**src/rtl/setup_sweep_ctrl.sv**
```systemverilog
// Setup-margin sweep sequencer: launches data at a shrinking offset ahead of a
// periodic capture strobe and records whether the flop-under-test captured it.
//
// state  | meaning
// IDLE   | waiting for start, outputs quiet
// CLEAR  | d_out low for PERIOD cycles, strobe at last phase forces the flop to 0
// LAUNCH | d_out rises off_k cycles before the strobe at the last phase
// CHECK  | sample q_in into pass_mask, advance to the next case
// DONE   | one-cycle done pulse
module setup_sweep_ctrl #(
  parameter int PERIOD    = 10,
  parameter int NUM_CASES = 6,
  parameter int OFS_START = 9,
  parameter int OFS_STEP  = 2,
  localparam int CW = (NUM_CASES > 1) ? $clog2(NUM_CASES) : 1,
  localparam int FW = $clog2(NUM_CASES + 1)
) (
  input  logic                 clk,
  input  logic                 rst,
  input  logic                 start,
  input  logic                 q_in,
  output logic                 d_out,
  output logic                 cap_en,
  output logic                 busy,
  output logic                 done,
  output logic [CW-1:0]        case_idx,
  output logic [NUM_CASES-1:0] pass_mask,
  output logic [FW-1:0]        fail_cnt
);

  localparam int PW   = $clog2(PERIOD);
  localparam int OFS0 = (OFS_START < 0) ? 0 :
                        (OFS_START > PERIOD - 1) ? PERIOD - 1 : OFS_START;
  localparam logic [PW-1:0] PH_LAST   = PW'(PERIOD - 1);
  localparam logic [CW-1:0] LAST_CASE = CW'(NUM_CASES - 1);

  typedef enum logic [2:0] {IDLE, CLEAR, LAUNCH, CHECK, DONE} state_t;

  state_t        state, state_n;
  logic [PW-1:0] phase, phase_n;
  logic          start_acc;
  logic          d_n, cap_n, busy_n, done_n;
  logic [31:0]   dec, off_k, rise_ph;

  // offset saturates at 0 instead of wrapping when the step overshoots
  assign dec     = 32'(case_idx) * 32'(OFS_STEP);
  assign off_k   = (dec >= 32'(OFS0)) ? 32'd0 : 32'(OFS0) - dec;
  assign rise_ph = 32'(PERIOD - 1) - off_k;

  always_ff @(posedge clk) begin
    if (rst) begin
      state  <= IDLE;
      phase  <= '0;
      d_out  <= 1'b0;
      cap_en <= 1'b0;
      busy   <= 1'b0;
      done   <= 1'b0;
    end else begin
      state  <= state_n;
      phase  <= phase_n;
      d_out  <= d_n;
      cap_en <= cap_n;
      busy   <= busy_n;
      done   <= done_n;
    end
  end

  // outputs are derived from the next state so they line up with the state they describe
  always_comb begin
    state_n   = state;
    phase_n   = phase;
    start_acc = 1'b0;
    case (state)
      IDLE: begin
        if (start) begin
          state_n   = CLEAR;
          phase_n   = '0;
          start_acc = 1'b1;
        end
      end
      CLEAR: begin
        if (phase == PH_LAST) begin
          state_n = LAUNCH;
          phase_n = '0;
        end else begin
          phase_n = phase + 1'b1;
        end
      end
      LAUNCH: begin
        if (phase == PH_LAST) begin
          state_n = CHECK;
          phase_n = '0;
        end else begin
          phase_n = phase + 1'b1;
        end
      end
      CHECK: begin
        state_n = (case_idx == LAST_CASE) ? DONE : CLEAR;
        phase_n = '0;
      end
      DONE:    state_n = IDLE;
      default: state_n = IDLE;
    endcase
    d_n    = (state_n == LAUNCH) && (32'(phase_n) >= rise_ph);
    cap_n  = ((state_n == CLEAR) || (state_n == LAUNCH)) && (phase_n == PH_LAST);
    busy_n = (state_n == CLEAR) || (state_n == LAUNCH) || (state_n == CHECK);
    done_n = (state_n == DONE);
  end

  always_ff @(posedge clk) begin
    if (rst) begin
      case_idx  <= '0;
      pass_mask <= '0;
      fail_cnt  <= '0;
    end else if (start_acc) begin
      case_idx  <= '0;
      pass_mask <= '0;
      fail_cnt  <= '0;
    end else if (state == CHECK) begin
      pass_mask[case_idx] <= q_in;
      if (!q_in) fail_cnt <= fail_cnt + 1'b1;
      if (case_idx != LAST_CASE) case_idx <= case_idx + 1'b1;
    end
  end

endmodule

```
**config.mk**
```make
export PLATFORM = sky130hd
export DESIGN_NAME = setup_sweep_ctrl
export DESIGN_NICKNAME = d
export VERILOG_FILES = /design/src/rtl/setup_sweep_ctrl.sv
export SDC_FILE = /design/constraint.sdc
export NUM_CORES = 1
export LEC_CHECK = 0
export ABC_AREA = 1
export BUFFER_PORTS_ARGS = -buffer_cell sky130_fd_sc_hd__buf_4
export CAP_MARGIN = 30
export CORE_MARGIN = 2
export CORE_UTILIZATION = 45
export DETAILED_ROUTE_END_ITERATION = 12
export PLACE_DENSITY = 0.73
export SKIP_CTS_REPAIR_TIMING = 1
export SYNTH_ARGS = -nofsm -noshare
export SYNTH_HDL_FRONTEND = slang
export SYNTH_SLANG_ARGS = --single-unit
```
**constraint.sdc**
```tcl
create_clock -name clk -period 2.8 [get_ports clk]
set_input_delay 0.42 -clock clk [delete_from_list [all_inputs] [get_ports clk]]
set_output_delay 0.42 -clock clk [all_outputs]
set_load 0.03 [all_outputs]
```
==> results.cfg, run 1 <==
[run_status]
run_status = completed

[worst_setup_path]
worstSetupPathType = register to register
worstSetupStartpoint = case_idx[0]$_SDFFE_PP0P_
cp_num_buf_inv = 1
cp_max_fo = 7
critical_path.startpoint_type = register
critical-path-max-stage-delay_ps = 470
regToRegStartpoint = case_idx[0]$_SDFFE_PP0P_
critPathRequiredTime_ps = 3060
worstSetupEndpointType = register
r2r.worst_path.cells = 13
critical_path_cell_by_cell = clkinv_1, ha_1, or2_2, nor2_1, nor3_1, ha_1, nor2_1, nand3b_1, nor2_1, nand2_1, nor2_1, nand3_1, nor2_1
crit_top_cell = nor2_1
regToRegSetupSlack_ps = 350
worst-endpoint-arrival_ps = 2710
r2r-end = d_out$_SDFF_PP0_
path_delay_family = simple AND/OR/NAND/NOR gates
timing.critical_path.slowest_stage_cell = dfxtp_1

[detailed_routing]
num_vias = 1266
postRouteAntennaNets = 0
detail_route.iter0.violations = 64
totalWireLength_mm = 2.69
drt-pass1-iter-count = 4
vias_per_cell = 4.81
per_cell_routed_wire_length_um = 10.2
route.detailed.drc = 0

[floorplanning]
initial_core_utilization_pct = 47.3
ioPinCount = 20
std_cell_core_area_um2 = 3050
fp-row-count = 20
chipHeight_um = 60.6
fp.dieArea_um2 = 3680
die_x_um = 60.6

[timing]
final.period_utilization_pct = 87.6
maxClockFrequency_ghz = 0.408
grt_setup_unrepaired = no
final-setup-viol-count = 0
max_slew_margin_pct = 71.2
timing.final.max_slew_violations = 0
timing.setup.tns_ps = 0
worst_clk_skew_ps = 9.39
period_minus_slack_ps = 2450
fin_worst_hold_slack_ps = 353
hold_viol = 0
worstMarginPinSlew_ps = 430

[pwr]
ir_drop_mv = 0.167
p_per_area_nw_per_um2 = 326
total_leakage_power_nw = 0.754
finalPower_uw = 546

[cts]
cts-buffers-inserted = 3
clockRootBuffer = clkbuf_4
clock_tree.htree_level_count = 1
tritoncts = done
worstSkewPairLatency_ps = 310
clk_transition_reported_paths_ps = 130
cts.sinks = 23
cts_max_path_buffers = 2

[finish]
synthToLayoutAreaGrowth_pct = 15.8
filler_cell_count = 302
drive_above_1_share_pct = 21.5
ff_latch_area_um2 = 460
nNetsFinal = 240
multi_input_comb_area_um2 = 870
num_antenna_cells = 0
layoutNonFillerInstCount = 263

[global_route]
via_count_of_the_first_global_routing_pass = 1107
grt_max_degree = 14
antenna_found_initial = 0
globalRouteOverflowTotal = 0
grt_util_all_layers_pct = 16.6
grt_pass1_wl_mm = 4.66

[logic_synthesis]
synth-compound-area-share_pct = 11.6
netlist_area_pre_place_um2 = 1440
synth.lib_cells_used.distinct = 28
yosys.area_share.adder_pct = 13.9
netlist.area_leader.share_pct = 31.9
synth_top_area_cell = dfxtp_1
synthMostInstantiatedCell = nand2_1
dominant_combinational_cell_family_by_area_after_synthesis = simple AND/OR/NAND/NOR gates
synth_nets = 216
yosys-top-cells-area = dfxtp_1 (32%), ha_1 (14%), nand2_1 (8.3%)
synth_cells = 196
postSynth.topFlopCell = dfxtp_1
synth_top_cells_by_count = nand2_1 (32), inv_1 (25), dfxtp_1 (23)
post_synth_mux_area_share_pct = 0
synth_seq_area_share_pct = 31.9
synth-warning-count = 0
ys_seq_elements = 23
synth-xor-area-share_pct = 0.607
post_synth_and_or_nand_nor_area_fraction_pct = 34.1
asyncSetResetFlopFracSynth_pct = 0
syn_avg_cell_area_um2 = 7.37
count_of_flip_flops_with_a_built_in_enable_after_synthesis = 0

[place]
place_congestion = 0.865
placedCellCount = 259
place.port_buffers = 19
dp_hpwl_mm = 2.14

[hold_path]
holdPathEnd = phase[3]$_SDFF_PP0_
worst_hold_startpoint = rst
min-delay-path-class = input pin to register
hold-path-cell-count = 2

[flow_run]
drv_cap = 0
## layout make-up
type | count | share of cell area, %
multi-input cells | 143 | 52.0
flip-flops and latches | 23 | 27.5
repair buffers | 20 | 8.98
inverters | 29 | 6.51
well taps | 44 | 3.29
clock buffers | 3 | 1.35
clock inverters | 1 | 0.299
## flip-flops by register name, summed over array words and instances, names as in the netlist
register	cells
pass_mask	6
busy	1
done	1
phase	4
state	3
d_out	1
fail_cnt	3
case_idx	3
cap_en	1
## metrics by stage
step	utilization, %	worst slack [ps]	area, µm²
after floorplan	-	212	1440
after global placement	53.9	494	1640
after detailed placement	53.9	371	1640
after CTS	54.8	319	1670
after global routing	54.8	38.6	1670
final	54.8	347	1670
## placed cells by master, fill, tap and decap left out, types with 2 or more instances in the layout
master	netlist	final
nand2_1	32	32
inv_1	25	25
dfxtp_1	23	23
buf_4	0	20
nor2_1	19	19
ha_1	16	16
a21oi_1	14	14
nand3_1	11	11
nor3_1	10	10
o21ai_0	9	9
nand2_2	6	6
inv_2	3	3
nand3_2	3	3
nand2_4	3	3
nor4_1	3	3
clkbuf_4	0	3
nand4_1	2	2
o21ai_2	2	2
nor2_4	2	2
nor2_2	2	2
nand3b_1	2	2
## cells by family after synthesis
logic type	count (synthesis)
AOI/OAI and AO/OA	29
and+or+nand+nor	97
buffers and inverters	30
xor gates and xnor gates	1
adders and majority gates	16
DFF	23
## per-layer routing
layer	wire length [µm]	share of wire, %	track usage (%)
met1	1350	50	22.4
met4	53	2.0	6.83
met3	78	2.9	2.56
met5	0	0	0
met2	1210	45	26.4
## report_power, final
part / switching, mW / leakage, nW / internal (mW)
Clock: 0.102 / 0.0177 / 0.0534
Sequential: 0.00453 / 0.186 / 0.331
Combinational: 0.0357 / 0.551 / 0.0189
## how the worst max path moves through the flow
| stage | cells after the start | slack, ps | to |
|---|---|---|---|
| after floorplan | 13 | 210 | d_out$_SDFF_PP0_ |
| after global placement | 12 | 490 | d_out$_SDFF_PP0_ |
| after detailed placement | 13 | 370 | d_out$_SDFF_PP0_ |
| after CTS | 13 | 320 | d_out$_SDFF_PP0_ |
| after global routing | 13 | 40 | d_out$_SDFF_PP0_ |
| final | 13 | 350 | d_out$_SDFF_PP0_ |
Power figures use the tool's default switching activity.
==> inputs of run 2 (changes only) <==
--- a/config.mk
+++ b/config.mk
@@ -6,11 +6,13 @@
 export NUM_CORES = 1
 export LEC_CHECK = 0
 export ABC_AREA = 1
+export ABC_CLOCK_PERIOD_IN_PS = 3150
 export BUFFER_PORTS_ARGS = -buffer_cell sky130_fd_sc_hd__buf_4
 export CAP_MARGIN = 30
 export CORE_MARGIN = 2
 export CORE_UTILIZATION = 45
 export DETAILED_ROUTE_END_ITERATION = 12
+export MAX_ROUTING_LAYER = met4
 export PLACE_DENSITY = 0.73
 export SKIP_CTS_REPAIR_TIMING = 1
 export SYNTH_ARGS = -nofsm -noshare
==> constraint.sdc (replaced) <==
create_clock -name clk -period 3.15 [get_ports clk]
set_input_delay 0.4725 -clock clk [delete_from_list [all_inputs] [get_ports clk]]
set_output_delay 0.4725 -clock clk [all_outputs]
set_load 0.03 [all_outputs]
==> run 2 against run 1 <==
Clock power down 14%. Critical endpoint unchanged. Critical path type unchanged. Register-to-register slack better by 210 ps. Highest routed layer unchanged. Cell count down 0.38%. Combinational power down 12%. Via count down 1.3%. Count of clock-buffer cells in the layout unchanged. Critical path depth unchanged.
==> results.cfg, run 2 (same netlist as run 1, synthesis figures left out) <==
[run_status]
run_status = completed

[pwr]
total_leakage_power_nw = 0.750
ir_drop_mv = 0.164
p_per_area_nw_per_um2 = 289

[timing]
timing.setup.tns_ps = 0
period_minus_slack_ps = 2590
max_slew_margin_pct = 72.4
final.period_utilization_pct = 82.4
grt_setup_unrepaired = no
final-setup-viol-count = 0
timing.final.max_slew_violations = 0
maxClockFrequency_ghz = 0.385
worstMarginPinSlew_ps = 413
hold_viol = 0
worst_clk_skew_ps = 4.29

[place]
dp_hpwl_mm = 2.10
place.port_buffers = 19
placed_cell_areas_um2 = 1640
place_congestion = 0.863

[worst_setup_path]
cp_max_fo = 9
worstSetupPathType = register to register
critPathRequiredTime_ps = 3400
worstSetupEndpointType = register
timing.critical_path.slowest_stage_cell = dfxtp_1
regToRegSetupSlack_ps = 560
critical_path.startpoint_type = register
regToRegStartpoint = case_idx[0]$_SDFFE_PP0P_
r2r-end = d_out$_SDFF_PP0_
crit_top_cell = nor2_1
critical-path-max-stage-delay_ps = 470
worst-endpoint-arrival_ps = 2850
critical_path_cell_by_cell = clkinv_1, ha_1, or2_2, nor2_1, nor3_1, ha_1, nor2_1, nand3b_1, nor2_1, nand2_1, nor2_1, nand3_1, nor2_1
r2r.worst_path.cells = 13

[cts]
cts.sinks = 23
clock_tree.htree_level_count = 1
clk_transition_reported_paths_ps = 120
clockRootBuffer = clkbuf_4
cts_max_path_buffers = 2
worstSkewPairLatency_ps = 310
cts-buffers-inserted = 3
tritoncts = done

[global_route]
grt_util_all_layers_pct = 16.1
grt_pass1_wl_mm = 4.37
globalRouteOverflowTotal = 0
via_count_of_the_first_global_routing_pass = 1042
antenna_found_initial = 0
grt_max_degree = 14

[hold_path]
holdPathEnd = phase[3]$_SDFF_PP0_
min-delay-path-class = input pin to register
hold-path-cell-count = 2
worst_hold_startpoint = rst

[floorplanning]
chipHeight_um = 60.6
initial_core_utilization_pct = 47.3
std_cell_core_area_um2 = 3050
ioPinCount = 20
die_x_um = 60.6
fp.dieArea_um2 = 3680
fp-row-count = 20

[flow_run]
drv_cap = 0

[finish]
largest_reg_flops = 6
register_with_the_most_flip_flops = pass_mask
mostFrequentLayoutCell = nand2_1
registers_with_the_highest_flip_flop_counts = pass_mask (6), phase (4)
final_cell_mix = nand2_1 (32), inv_1 (25), dfxtp_1 (23), nor2_1 (19), buf_4 (19)
num_antenna_cells = 0
synthToLayoutAreaGrowth_pct = 15.3
nNetsFinal = 239
design_area_um2 = 1660
drive_above_1_share_pct = 21.1

[detailed_routing]
detail_route.iter0.violations = 67
drt-pass1-iter-count = 4
route.detailed.drc = 0
vias_per_cell = 4.77
num_vias = 1250
totalWireLength_mm = 2.57
per_cell_routed_wire_length_um = 9.81
postRouteAntennaNets = 0
run 2: final cells by class:
type	count	area [µm²]
fill	306	1390
multi-input combinational	143	870
sequential	23	460
timing repair buffer	19	143
inverter	29	109
tap	44	55.1
clock buffer	3	22.5
clock inverter	1	5.00
run 2: stage by stage:
step                hold slack [ps]  worst slack, ps  power (mW)  std cells  util (%)
floorplan                       502              562       0.341        196         -
detailed placement              438              585       0.353        258      53.6
global placement                437              682       0.353        258      53.6
global route                    380              179       0.514        262      54.5
finish                          406              555       0.480        262      54.5
CTS                             401              543       0.486        262      54.5
run 2: worst max-delay path, delay by kind of cell, from the launching register on:
family | cells | cell delay (ps)
simple gates | 10 | 1260
fa+ha+maj | 2 | 560
flops | 1 | 470
buf+inv | 1 | 260
run 2: report_power, final:
| part | internal, mW | total [mW] | switching (mW) |
|---|---|---|---|
| sequential | 0.294 | 0.298 | 0.00407 |
| clock | 0.0474 | 0.134 | 0.0863 |
| combinational | 0.0168 | 0.0482 | 0.0313 |
run 2: how the worst max path moves through the flow:
stage,from,end,slack [ps],cells after the start
2_1_floorplan,case_idx[0]$_SDFFE_PP0P_,d_out$_SDFF_PP0_,560,13
3_3_place_gp,case_idx[0]$_SDFFE_PP0P_,d_out$_SDFF_PP0_,680,12
3_5_place_dp,case_idx[0]$_SDFFE_PP0P_,d_out$_SDFF_PP0_,580,13
4_1_cts,case_idx[0]$_SDFFE_PP0P_,d_out$_SDFF_PP0_,540,13
5_1_grt,case_idx[0]$_SDFFE_PP0P_,d_out$_SDFF_PP0_,180,13
6_report,case_idx[0]$_SDFFE_PP0P_,d_out$_SDFF_PP0_,560,13
run 2: metal layers:
layer,GRT usage (%),share of wire [%],up-vias
li1,-,-,692
met4,5.59,1.1,0
met5,-,0,-
met1,22.2,52,540
met3,3.20,2.8,2
met2,23.5,44,16
